### src/rtl/avalon_copy_pkg.sv
// rtl/avalon_copy_pkg.sv - state encoding and default widths for the Avalon-MM copy master
package avalon_copy_pkg;

    localparam int DEF_ADDR_W = 14;
    localparam int DEF_DATA_W = 16;
    localparam int DEF_LEN_W  = 14;

    typedef enum logic [2:0] {
        IDLE    = 3'd0,
        RD_REQ  = 3'd1,
        RD_WAIT = 3'd2,
        WR_REQ  = 3'd3,
        FINISH  = 3'd4
    } copy_state_e;

endpackage

### src/rtl/avalon_copy_master.sv
// rtl/avalon_copy_master.sv - Avalon-MM master copying a block of words, one outstanding transaction
//
// Ports:
//   clk, reset_n                 clock, asynchronous active-low reset
//   start, src_addr, dst_addr,
//   length, abort                command port (start sampled only when idle)
//   busy, done, count            status: busy outside IDLE, one-cycle done, words written
//   avm_*                        Avalon-MM master port (address/read/write/writedata/byteenable,
//                                readdata/readdatavalid/waitrequest)
module avalon_copy_master
    import avalon_copy_pkg::*;
#(
    parameter int ADDR_W = DEF_ADDR_W,
    parameter int DATA_W = DEF_DATA_W,
    parameter int LEN_W  = DEF_LEN_W
) (
    input  logic                clk,
    input  logic                reset_n,
    input  logic                start,
    input  logic [ADDR_W-1:0]   src_addr,
    input  logic [ADDR_W-1:0]   dst_addr,
    input  logic [LEN_W-1:0]    length,
    input  logic                abort,
    output logic                busy,
    output logic                done,
    output logic [LEN_W-1:0]    count,
    output logic [ADDR_W-1:0]   avm_address,
    output logic                avm_read,
    output logic                avm_write,
    output logic [DATA_W-1:0]   avm_writedata,
    output logic [DATA_W/8-1:0] avm_byteenable,
    input  logic [DATA_W-1:0]   avm_readdata,
    input  logic                avm_readdatavalid,
    input  logic                avm_waitrequest
);

    copy_state_e       state_q, state_d;
    logic [ADDR_W-1:0] src_q, src_d;
    logic [ADDR_W-1:0] dst_q, dst_d;
    logic [LEN_W-1:0]  rem_q, rem_d;
    logic [LEN_W-1:0]  count_q, count_d;
    logic [DATA_W-1:0] data_q, data_d;
    logic              abort_pend_q, abort_pend_d;

    always_ff @(posedge clk or negedge reset_n) begin
        if (!reset_n) begin
            state_q      <= IDLE;
            src_q        <= '0;
            dst_q        <= '0;
            rem_q        <= '0;
            count_q      <= '0;
            data_q       <= '0;
            abort_pend_q <= 1'b0;
        end else begin
            state_q      <= state_d;
            src_q        <= src_d;
            dst_q        <= dst_d;
            rem_q        <= rem_d;
            count_q      <= count_d;
            data_q       <= data_d;
            abort_pend_q <= abort_pend_d;
        end
    end

    always_comb begin
        state_d      = state_q;
        src_d        = src_q;
        dst_d        = dst_q;
        rem_d        = rem_q;
        count_d      = count_q;
        data_d       = data_q;
        abort_pend_d = abort_pend_q;

        case (state_q)
            IDLE: begin
                if (start) begin
                    src_d        = src_addr;
                    dst_d        = dst_addr;
                    rem_d        = length;
                    count_d      = '0;
                    abort_pend_d = 1'b0;
                    state_d      = (length == '0) ? FINISH : RD_REQ;
                end
            end
            RD_REQ: begin
                if (!avm_waitrequest) begin
                    // Zero-latency slaves return data in the accepting cycle.
                    if (avm_readdatavalid) begin
                        data_d  = avm_readdata;
                        state_d = WR_REQ;
                    end else begin
                        state_d = RD_WAIT;
                    end
                end
            end
            RD_WAIT: begin
                if (avm_readdatavalid) begin
                    data_d  = avm_readdata;
                    state_d = WR_REQ;
                end
            end
            WR_REQ: begin
                if (!avm_waitrequest) begin
                    src_d   = src_q + ADDR_W'(1);
                    dst_d   = dst_q + ADDR_W'(1);
                    count_d = count_q + LEN_W'(1);
                    rem_d   = rem_q - LEN_W'(1);
                    // An abort arriving in the accepting cycle still stops here.
                    if (rem_q == LEN_W'(1) || abort_pend_q || abort) begin
                        state_d = FINISH;
                    end else begin
                        state_d = RD_REQ;
                    end
                end
            end
            FINISH: begin
                state_d = IDLE;
            end
            default: begin
                state_d = IDLE;
            end
        endcase

        if (state_q != IDLE && abort) begin
            abort_pend_d = 1'b1;
        end
    end

    assign busy           = (state_q != IDLE);
    assign done           = (state_q == FINISH);
    assign count          = count_q;
    assign avm_read       = (state_q == RD_REQ);
    assign avm_write      = (state_q == WR_REQ);
    assign avm_address    = (state_q == WR_REQ) ? dst_q : src_q;
    assign avm_writedata  = data_q;
    assign avm_byteenable = '1;

endmodule

### config.mk
export PLATFORM = sky130hd
export DESIGN_NAME = avalon_copy_master
export DESIGN_NICKNAME = d
export VERILOG_FILES = /design/src/rtl/avalon_copy_pkg.sv /design/src/rtl/avalon_copy_master.sv
export SDC_FILE = /design/constraint.sdc
export NUM_CORES = 1
export LEC_CHECK = 0
export CAP_MARGIN = 15
export CORE_ASPECT_RATIO = 1.2
export CORE_MARGIN = 4
export CORE_UTILIZATION = 45
export CTS_CLUSTER_SIZE = 16
export DETAILED_ROUTE_END_ITERATION = 12
export DONT_BUFFER_PORTS = 1
export HOLD_SLACK_MARGIN = 0.03
export SKIP_LAST_GASP = 1
export SLEW_MARGIN = 20
export SYNTH_ARGS = -nofsm -noshare
export SYNTH_HDL_FRONTEND = slang
export SYNTH_SLANG_ARGS = --single-unit
### constraint.sdc
create_clock -name clk -period 3.2 [get_ports clk]
set_clock_uncertainty 0.15 [all_clocks]
set_input_delay 0.64 -clock clk [delete_from_list [all_inputs] [get_ports clk]]
set_output_delay 0.64 -clock clk [all_outputs]
set_load 0.05 [all_outputs]
==> results.md <==
- The Yosys step of the flow raised 0 warnings.
- The detailed-routing iteration count for the pre-antenna-repair pass is 4.
- The power density over the cells is about 1300 nW/µm².
- The mean cell area of the mapped netlist is slightly below 9 µm².
- The number of flip-flops and latches in the synthesized netlist is 76.
- Routability-driven placement finished with a final weighted congestion of about 0.86.
- Dividing the final minimum period by the clock period gives between 80% and 90%.
- The final-report hold violation count is 0.
- Dividing the detail-routed via count by the number of cells gives 5.89.
- Derived from the worst setup path, the maximum achievable clock frequency is between 300 and 400 MHz.
- In this run the clock root is driven by a sky130_fd_sc_hd__clkbuf_16.
- The routed wirelength normalized by instance count is 17.9 µm.
- The final-report setup violation count is 0.
- The number of cells produced by synthesis is 506.
- Global routing used ~20% of the available tracks.
- At the pin with the least slew margin, the transition time is 0.712 ns.
- Detailed routing inserted a total of 3,778 vias.
- The core region is about 9500 µm².
- After clock tree synthesis, the clock-pin slew on the worst setup and hold paths is ~0.06 ns.
- STA puts the critical path data arrival time at 2.08 ns.
- The fraction of final layout cells sized beyond drive strength 1 is 13.0%.
- The via count of the first global-routing pass is ~3,700.
- The final-layout worst hold slack is 0.0492 ns.
- The die is 116 µm tall.
- The dominant synthesized flop cell is sky130_fd_sc_hd__dfrtp_1.
- TritonCTS built the clock tree.
- Summing the sequential cell areas from Yosys gives 43.5% of the chip area.
- The worst IR drop on VDD is around 820 µV.
- From synthesis to final layout, the design area changed by 15.5%.
- The total negative slack for setup checks is 0 ns.
- The total placed instance area is 4750 µm².
- The most common library cell in the layout ignoring fill and taps is sky130_fd_sc_hd__dfrtp_1.
- Synthesis instantiated 52 different standard cells from the library.
- The count of flip-flops with a built-in enable after synthesis is 0.
- The kind of start point of the critical path is a register.
- Of all nets on the critical path, the largest fanout is 34.
- In the layout the commonest cells are sky130_fd_sc_hd__dfrtp_1, sky130_fd_sc_hd__nand2_1, sky130_fd_sc_hd__nor2_1, sky130_fd_sc_hd__o21ai_0, sky130_fd_sc_hd__a21oi_1.
- The die covers 11,400 µm².
- Including well taps, the total number of placed cells is between 600 and 700.
- The largest net degree at the start of global routing is 77.
- The starting density of the core is 46.0%.
- Counting along the longest clock path gives a buffer depth of 2.
- After legalization and detailed placement, the total HPWL measured 8300 µm.
- The clock insertion delay at the later pin of the skew report is 0.33 ns.
- The worst setup timing slack at the placement stage is 0.686 ns.
- The class of the worst hold path is input port to async pin.
- The endpoint type of the worst setup path is an output port.
- The horizontal die dimension is 98 µm.
- The synthesized netlist occupies a cell area of 4370 µm².
- The number of DRC violations after detailed-routing iteration 0 is 205.
- The I/O pin count is 114.
- The total of cells resized after clock tree synthesis is 0.
- The area of all placed cells without fillers is between 5000 and 6000 µm².
- The count of nets left with antenna violations after detail routing is 0.
- The total of max-cap violations is 0.
- The setup slack of the critical path after layout is 0.333 ns.
- After the last flow step, the layout net total stands at just under 600.
- The final cell count without fillers is 641.
- The number of fill cells in the layout is 897.
- Setup repair after global routing left no endpoint under its margin.
- The static leakage power is about 2.1 nW.
- Counting I/O delays and the setup requirement, the final critical path takes 2.87 ns.
- The required time reported for the critical path endpoint is 2.41 ns.
- The detailed-route wire length is 11,500 µm.
- The post-route DRC violation count is 0.
- The number of clock buffers added by TritonCTS is 9.
- Headroom to the max-slew limit came out at between 50% and 60%.
- The fraction of the core area covered by cells at the end of the flow is 53.1%.
- In this run the core area contains 39 standard-cell rows.
- The share of flip-flops with an asynchronous set or reset is 100%.
- The H-tree was split into 3 levels.
- The critical path in this run is classified as register to output port.
- During placement, the flow inserted port buffers numbering 0.
- The first-pass GRT wire length is approximately 18,000 µm.
- The number of antenna violations at the first check in global routing is 0.
- The post-route total power is 6.35 mW.
- The number of pins with negative max-slew slack in the final report is 0.
- The number of sinks handled by clock tree synthesis is 76.
- The flow ran to the end, and the final reports show no timing, DRC or antenna violations.
- The total overflow left after global routing is 0.
-- sequential cells by signal (all words and copies together) (netlist names) --
name,cells
abort_pend_q,1
state_q,3
count,14
avm_writedata,16
src_q,14
rem_q,14
dst_q,14
-- worst paths after layout --
check	from	to	slack (ns)	cells past startpoint
max in group asynchronous	reset_n	dst_q[3]	2.55	1
worst min-delay path	reset_n	count[5]	0.05	1
worst max register to register	state_q[0]	src_q[10]	0.81	5
worst max-delay path	state_q[0]	avm_address[8]	0.33	5
min in group clk	src_addr[1]	src_q[1]	0.30	2
worst min register to register	abort_pend_q	abort_pend_q	0.34	2
-- cells by family (layout without fill, tap and decap cells) --
| family | Yosys count | count (layout) | share of synthesized area [%] |
|---|---|---|---|
| multiplexers | 20 | 20 | 5.03 |
| flip-flops | 76 | 76 | 43.5 |
| AO/OA/AOI/OAI | 143 | 143 | 19.6 |
| AND/OR/NAND/NOR | 199 | 199 | 22.0 |
| adder cells (fa/ha/maj) | 5 | 5 | 1.43 |
| XOR/XNOR | 18 | 18 | 3.60 |
| other | 1 | 3 | 0.0857 |
| buffers and inverters | 44 | 54 | 4.81 |
-- area by class of cell --
cell class | count | area [µm²] | share of cell area, %
Timing Repair Buffer | 27 | 398 | 7.87
Clock inverter | 6 | 41.3 | 0.817
Clock buffer | 10 | 229 | 4.53
Tap cell | 123 | 154 | 3.05
Antenna cell | 1 | 2.50 | 0.0495
Sequential cell | 76 | 1900 | 37.6
Multi-Input combinational cell | 387 | 2290 | 45.2
Inverter | 11 | 41.3 | 0.817
-- what timing repair did --
item | 4_1_cts | 5_1_grt
hold endpoints to repair | 76 | 0
buffers inserted | 0 | 0
setup endpoints to repair | 0 | 0
hold buffers | 1 | 0
-- synthesized netlist by cell type, drive strengths merged (8+ instances only) --
library cell  number  share of area [%]
nor2              52                4.5
dfrtp             76                 43
nor3              11                1.5
nand4             14                2.0
nand3             16                1.8
clkbuf            13                1.1
a21oi             44                5.1
mux2              16                4.1
inv               11               0.94
xor2              12                2.4
o21ai             49                5.6
buf               20                2.7
nand2             71                6.1
a22oi             10                1.7
o22ai              8                1.1
-- metal layers --
layer / vias up / global-route usage, % / part of all wire (%)
met4: 0 / 7.29 / 2.0
li1: 1811 / - / -
met2: 120 / 34.7 / 50
met3: 18 / 5.66 / 6.6
met5: - / 0 / 0
met1: 1829 / 24.6 / 42
-- report_power, final --
part           switching [mW]  leakage, nW  internal (mW)  total [mW]
clock                   0.398        0.124          0.523       0.922
combinational            1.86         1.10           1.31        3.17
sequential              0.890        0.928           1.37        2.26
-- critical path, stage by stage, from the launching register on --
cell,delay [ns]
sky130_fd_sc_hd__dfrtp_1,0.61
sky130_fd_sc_hd__nand3b_1,0.17
sky130_fd_sc_hd__inv_2,0.46
sky130_fd_sc_hd__nand2_1,0.15
sky130_fd_sc_hd__o21ai_1,0.17
sky130_fd_sc_hd__buf_12,0.17
Power figures use the tool's default switching activity.
